File: src/rtl/cuadro_position_ctrl_if.sv
// rtl/cuadro_position_ctrl_if.sv - button/line inputs and square outputs of the position controller
interface cuadro_position_ctrl_if;
  logic [4:0] iBTN;
  logic [9:0] iVcounter;
  logic [7:0] oXRedCounter;
  logic [7:0] oYRedCounter;
  logic [2:0] oColorCuadro;
  logic       oBusy;
  logic       oUpdate;

  modport master (
    output iBTN, iVcounter,
    input  oXRedCounter, oYRedCounter, oColorCuadro, oBusy, oUpdate
  );

  modport slave (
    input  iBTN, iVcounter,
    output oXRedCounter, oYRedCounter, oColorCuadro, oBusy, oUpdate
  );
endinterface

File: src/rtl/cuadro_position_ctrl.sv
// rtl/cuadro_position_ctrl.sv - turns button presses/holds into square moves and colour steps
// Commands are latched immediately but only applied during vertical blanking.
module cuadro_position_ctrl #(
  parameter int STEP         = 8,
  parameter int SQUARE       = 16,
  parameter int REPEAT_DELAY = 12_500_000,
  parameter int REPEAT_RATE  = 2_500_000,
  parameter int VIS_TOP      = 142,
  parameter int VIS_BOT      = 398
) (
  input  logic                    Clock,
  input  logic                    Reset,
  cuadro_position_ctrl_if.slave   bus
);

  localparam logic [8:0] MAXPOS = 9'(256 - SQUARE);
  localparam logic [7:0] CENTER = 8'((256 - SQUARE) / 2);

  typedef enum logic [1:0] {IDLE, WAIT_VB, APPLY} state_t;
  typedef enum logic [2:0] {CMD_UP, CMD_DOWN, CMD_LEFT, CMD_RIGHT, CMD_CNTR} cmd_t;

  state_t      r_state, w_next;
  cmd_t        r_cmd, w_cmd;
  logic [4:0]  r_btn_prev;
  logic [23:0] r_hold;
  logic [7:0]  r_x, r_y;
  logic [2:0]  r_col;
  logic        r_busy, r_upd;
  logic        w_hold, w_rep, w_press, w_event, w_blank, w_latch, w_apply;

  function automatic logic [7:0] dec_sat(input logic [7:0] v);
    logic [8:0] w_v;
    w_v = {1'b0, v};
    return (w_v >= 9'(STEP)) ? 8'(w_v - 9'(STEP)) : 8'd0;
  endfunction

  function automatic logic [7:0] inc_sat(input logic [7:0] v);
    logic [8:0] w_s;
    w_s = {1'b0, v} + 9'(STEP);
    return (w_s > MAXPOS) ? 8'(MAXPOS) : 8'(w_s);
  endfunction

  // CNTR alone never auto-repeats; any other held non-zero word does.
  assign w_hold  = (bus.iBTN == r_btn_prev) && (bus.iBTN != 5'd0) && (bus.iBTN != 5'b00001);
  assign w_rep   = w_hold && (r_hold == 24'(REPEAT_DELAY - 1));
  assign w_press = (bus.iBTN != 5'd0) && (bus.iBTN != r_btn_prev);
  assign w_event = w_press || w_rep;
  assign w_blank = (bus.iVcounter < 10'(VIS_TOP)) || (bus.iVcounter >= 10'(VIS_BOT));

  always_comb begin
    w_cmd = CMD_CNTR;
    if (bus.iBTN[4])      w_cmd = CMD_UP;
    else if (bus.iBTN[3]) w_cmd = CMD_DOWN;
    else if (bus.iBTN[2]) w_cmd = CMD_LEFT;
    else if (bus.iBTN[1]) w_cmd = CMD_RIGHT;
  end

  always_comb begin
    w_next  = r_state;
    w_latch = 1'b0;
    w_apply = 1'b0;
    case (r_state)
      IDLE: begin
        if (w_event) begin
          w_next  = WAIT_VB;
          w_latch = 1'b1;
        end
      end
      WAIT_VB: begin
        if (w_blank) w_next = APPLY;
      end
      APPLY: begin
        w_apply = 1'b1;
        w_next  = IDLE;
      end
      default: w_next = IDLE;
    endcase
  end

  always_ff @(posedge Clock or negedge Reset) begin
    if (!Reset) begin
      r_state    <= IDLE;
      r_btn_prev <= 5'd0;
      r_hold     <= 24'd0;
    end else begin
      r_state    <= w_next;
      r_btn_prev <= bus.iBTN;
      if (!w_hold)    r_hold <= 24'd0;
      else if (w_rep) r_hold <= 24'(REPEAT_DELAY - REPEAT_RATE);
      else            r_hold <= r_hold + 24'd1;
    end
  end

  always_ff @(posedge Clock or negedge Reset) begin
    if (!Reset) begin
      r_cmd  <= CMD_CNTR;
      r_x    <= CENTER;
      r_y    <= CENTER;
      r_col  <= 3'b100;
      r_busy <= 1'b0;
      r_upd  <= 1'b0;
    end else begin
      r_busy <= (w_next != IDLE);
      r_upd  <= w_apply;
      if (w_latch) r_cmd <= w_cmd;
      if (w_apply) begin
        case (r_cmd)
          CMD_UP:    r_y <= dec_sat(r_y);
          CMD_DOWN:  r_y <= inc_sat(r_y);
          CMD_LEFT:  r_x <= dec_sat(r_x);
          CMD_RIGHT: r_x <= inc_sat(r_x);
          default:   r_col <= (r_col == 3'b111) ? 3'b001 : r_col + 3'd1;
        endcase
      end
    end
  end

  assign bus.oXRedCounter = r_x;
  assign bus.oYRedCounter = r_y;
  assign bus.oColorCuadro = r_col;
  assign bus.oBusy        = r_busy;
  assign bus.oUpdate      = r_upd;

endmodule

File: src/flat_wrapper.sv
// flat-port wrapper written by rule: the top's interface ports become plain ports
module cuadro_position_ctrl_flat 
#(
  parameter int STEP         = 8,
  parameter int SQUARE       = 16,
  parameter int REPEAT_DELAY = 12_500_000,
  parameter int REPEAT_RATE  = 2_500_000,
  parameter int VIS_TOP      = 142,
  parameter int VIS_BOT      = 398
)
  (Clock, Reset, bus_iBTN, bus_iVcounter, bus_oXRedCounter, bus_oYRedCounter, bus_oColorCuadro, bus_oBusy, bus_oUpdate);
  cuadro_position_ctrl_if bus_i ();
  input  logic Clock;
  input  logic Reset;
  input wire logic [$bits(bus_i.iBTN)-1:0] bus_iBTN;
  input wire logic [$bits(bus_i.iVcounter)-1:0] bus_iVcounter;
  output wire logic [$bits(bus_i.oXRedCounter)-1:0] bus_oXRedCounter;
  output wire logic [$bits(bus_i.oYRedCounter)-1:0] bus_oYRedCounter;
  output wire logic [$bits(bus_i.oColorCuadro)-1:0] bus_oColorCuadro;
  output wire logic [$bits(bus_i.oBusy)-1:0] bus_oBusy;
  output wire logic [$bits(bus_i.oUpdate)-1:0] bus_oUpdate;
  assign bus_i.iBTN = bus_iBTN;
  assign bus_i.iVcounter = bus_iVcounter;
  assign bus_oXRedCounter = bus_i.oXRedCounter;
  assign bus_oYRedCounter = bus_i.oYRedCounter;
  assign bus_oColorCuadro = bus_i.oColorCuadro;
  assign bus_oBusy = bus_i.oBusy;
  assign bus_oUpdate = bus_i.oUpdate;
  cuadro_position_ctrl #(.STEP(STEP), .SQUARE(SQUARE), .REPEAT_DELAY(REPEAT_DELAY), .REPEAT_RATE(REPEAT_RATE), .VIS_TOP(VIS_TOP), .VIS_BOT(VIS_BOT)) u_core (.Clock(Clock), .Reset(Reset), .bus(bus_i));
endmodule
File: config.mk
export PLATFORM = sky130hd
export DESIGN_NAME = cuadro_position_ctrl_flat
export DESIGN_NICKNAME = d
export VERILOG_FILES = /design/src/rtl/cuadro_position_ctrl_if.sv /design/src/rtl/cuadro_position_ctrl.sv /design/src/flat_wrapper.sv
export SDC_FILE = /design/constraint.sdc
export NUM_CORES = 1
export LEC_CHECK = 0
export ABC_AREA = 1
export BUFFER_PORTS_ARGS = -buffer_cell sky130_fd_sc_hd__buf_4
export CAP_MARGIN = 10
export CORE_ASPECT_RATIO = 0.75
export CORE_UTILIZATION = 50
export DETAILED_ROUTE_END_ITERATION = 8
export PLACE_DENSITY = 0.71
export SYNTH_ARGS = -nofsm -noshare
export SYNTH_HDL_FRONTEND = slang
export SYNTH_SLANG_ARGS = --single-unit
File: constraint.sdc
create_clock -name Clock -period 2 [get_ports Clock]
set_input_delay 0.3 -clock Clock [delete_from_list [all_inputs] [get_ports Clock]]
set_output_delay 0.3 -clock Clock [all_outputs]
set_load 0.05 [all_outputs]
==> reports/qor.yml <==
setup_path:
  critical_path_required_ns: 2.22
  crit_path_max_fanout: 8
  worstPathArrival_ns: 1.97
  worstSetupPathType: "reg2reg"
  start_kind: "register"
  setup.worst_path.end_class: "register"
global_route:
  grt_max_degree: 50
  grt_pass1_wl_mm: 11.2
  grt_pass1_vias: 2504
  grt_overflow: 0
  grt.total_usage: 0.215
  antenna_found_initial: 0
final_layout:
  register_area_um2: 1240
  fill_cells: 583
  final_cell_mix: "nand2_1, inv_1, nor2_1"
  syn2layout_area_growth_pct: 12.6
  multi_input_area_um2: 1580
  final_cell_area_um2: 3490
  final_common_cell: "nand2_1"
  drive_above_1_share: 0.154
  diodes: 0
  nNetsFinal: 479
cts:
  cts_tree: "built"
  cts-root-buf: "clkbuf_8"
  clockBufferDepth: 2
  ctsHoldBuffers: 0
  clk_latency_ns: 0.29
  cts.sinks: 49
  cts_made_buffers: 5
  path_clk_slew_ns: 0.09
  post_cts_buffers: 0
  cts_max_level: 2
  cts_resized: 0
floorplan:
  rows: 24
  pin_count: 38
  chipHeight_um: 70.2
  initial_core_util: 0.527
  dieArea_um2: 6520
  die_x_um: 92.9
  core_um2: 5890
sta:
  tightest_slew_ns: 0.609
  final-setup-viol-count: 0
  hold_viol: 0
  clock_skew_ns: 0.00421
  rsz0062_at_grt: "false"
  drv_slew: 0
  post-route-period-util: 0.871
  max_freq_mhz: 574
  setup_tns_ns: 0
  finalCriticalPeriod_ns: 1.74
  slew_headroom: 0.594
synthesis:
  synth.ff_latch_count: 49
  synth_mux_area_frac: 0
  synth_area_per_cell_um2: 7.38
  synth_edf_count: 0
  synthXorXnorAreaFrac: 0.0537
  yosysSeqAreaShare: 0.400
  synth_area_um2: 3100
  synth_compound_area_frac: 0.0630
  async_reset_ff_frac: 1.00
  synth-simple-area-share: 0.349
  yosysWarningCount: 0
  synth-adder-area-share: 0.0363
  netlist_instances: 420
  synth_top_flop_cell: "dfrtp_1"
  synth_cell_type_count: 37
  synth_top_family_by_area: "simple AND/OR/NAND/NOR gates"
route:
  wl_mm: 6.38
  viasPerCell: 5.11
  first_pass_iters: 5
  wl_per_cell_um: 12.0
  vias: 2716
  drt_iter0_markers: 235
  drc_errors: 0
  ant_nets: 0
place:
  place_congestion: 0.929
  place_area_um2: 3380
  place.port_buffers: 30
  dpl.hpwl_mm: 4.91
run_status:
  status: "completed"
power:
  vdd_drop_max_mv: 0.565
  power_density_nw_per_um2: 1120
  power_leakage_nw: 1.62
worst_hold_path:
  min_path_type: "in2async"
job:
  max-cap-violations: 0
## logic make-up after synthesis
logic type | Yosys count
AND/OR/NAND/NOR | 236
XOR/XNOR | 19
flip-flops | 49
AO/OA/AOI/OAI | 35
other | 1
adder cells (fa/ha/maj) | 9
buffers and inverters | 71
## layout make-up
cell class | count | area share
timing repair buffer | 31 | 0.0667
multi-input combinational | 305 | 0.453
clock inverter | 2 | 0.0111
tap | 78 | 0.0280
inverter | 61 | 0.0656
sequential | 49 | 0.355
clock buffer | 6 | 0.0208
## critical path: stages, from the launching register on
cell and delay [ns]:
dfstp_2 0.63, inv_1 0.11, ha_1 0.29, inv_1 0.06
nor3_1 0.17, nand3b_1 0.09, nand2_1 0.06, nand2_1 0.10
a21oi_1 0.17
## registers in the layout, summed over array words and instances, names as in the netlist
name	flops
u_core.r_state	2
u_core.r_cmd	3
u_core.bus.oXRedCounter	5
u_core.r_hold	24
u_core.bus.oUpdate	1
u_core.r_btn_prev	5
u_core.bus.oColorCuadro	3
u_core.bus.oBusy	1
u_core.bus.oYRedCounter	5
## final timing paths
kind	start	endpoint	slack (ns)	cells past startpoint
setup reg to reg	u_core.bus.oXRedCounter[3]$_DFFE_PN1P_	u_core.bus.oXRedCounter[6]$_DFFE_PN1P_	0.26	8
setup / recovery	u_core.bus.oXRedCounter[3]$_DFFE_PN1P_	u_core.bus.oXRedCounter[6]$_DFFE_PN1P_	0.26	8
min in group Clock	bus_iBTN[2]	u_core.r_btn_prev[2]$_DFF_PN0_	0.12	1
max in group asynchronous	Reset	u_core.r_cmd[0]$_DFFE_PN0P_	1.58	1
hold / removal	Reset	u_core.r_hold[0]$_DFF_PN0_	0.005	1
hold reg to reg	u_core.r_hold[0]$_DFF_PN0_	u_core.r_hold[0]$_DFF_PN0_	0.49	1
## cells in the mapped netlist, types with 3 or more instances
cell type | count | area, µm²
nand2_2 | 4 | 25.0
ha_1 | 9 | 113
xor2_1 | 15 | 131
inv_1 | 58 | 218
nand4_1 | 11 | 68.8
buf_4 | 6 | 45.0
o21ai_0 | 12 | 60.1
inv_2 | 3 | 11.3
nand2_1 | 98 | 368
dfrtp_1 | 39 | 976
a31oi_1 | 4 | 25.0
nand3_1 | 32 | 160
nor2_1 | 54 | 203
nor2_2 | 5 | 31.3
dfstp_2 | 10 | 263
xnor2_1 | 4 | 35.0
nor3_1 | 15 | 75.1
buf_2 | 3 | 15.0
nand3b_1 | 3 | 22.5
a21oi_1 | 13 | 65.1
## metal layers
metal,share of wire,up-vias,track usage
met5,0,-,0
met4,0.0033,0,0.0359
met3,0.068,4,0.0447
met2,0.40,89,0.307
met1,0.52,1229,0.339
li1,-,1394,-
## power breakdown
group          switching (mW)  total [mW]  internal, mW
sequential              0.265        1.49          1.23
clock                   0.329       0.705         0.376
combinational            1.14        1.71         0.567
## stage by stage
stage | total power, mW | std cells | hold WS [ns] | util | worst slack, ns
after global placement | 3.16 | 524 | 0.357 | 0.574 | 0.330
final | 3.91 | 532 | 0.00482 | 0.593 | 0.257
after detailed placement | 3.21 | 524 | 0.361 | 0.574 | 0.274
after global routing | 4.18 | 532 | 0.0554 | 0.593 | 0.0706
after CTS | 3.93 | 532 | 0.0259 | 0.593 | 0.248
after floorplan | 2.75 | 425 | 0.00441 | - | 0.243
No activity file was read; power rests on OpenSTA's default activity.
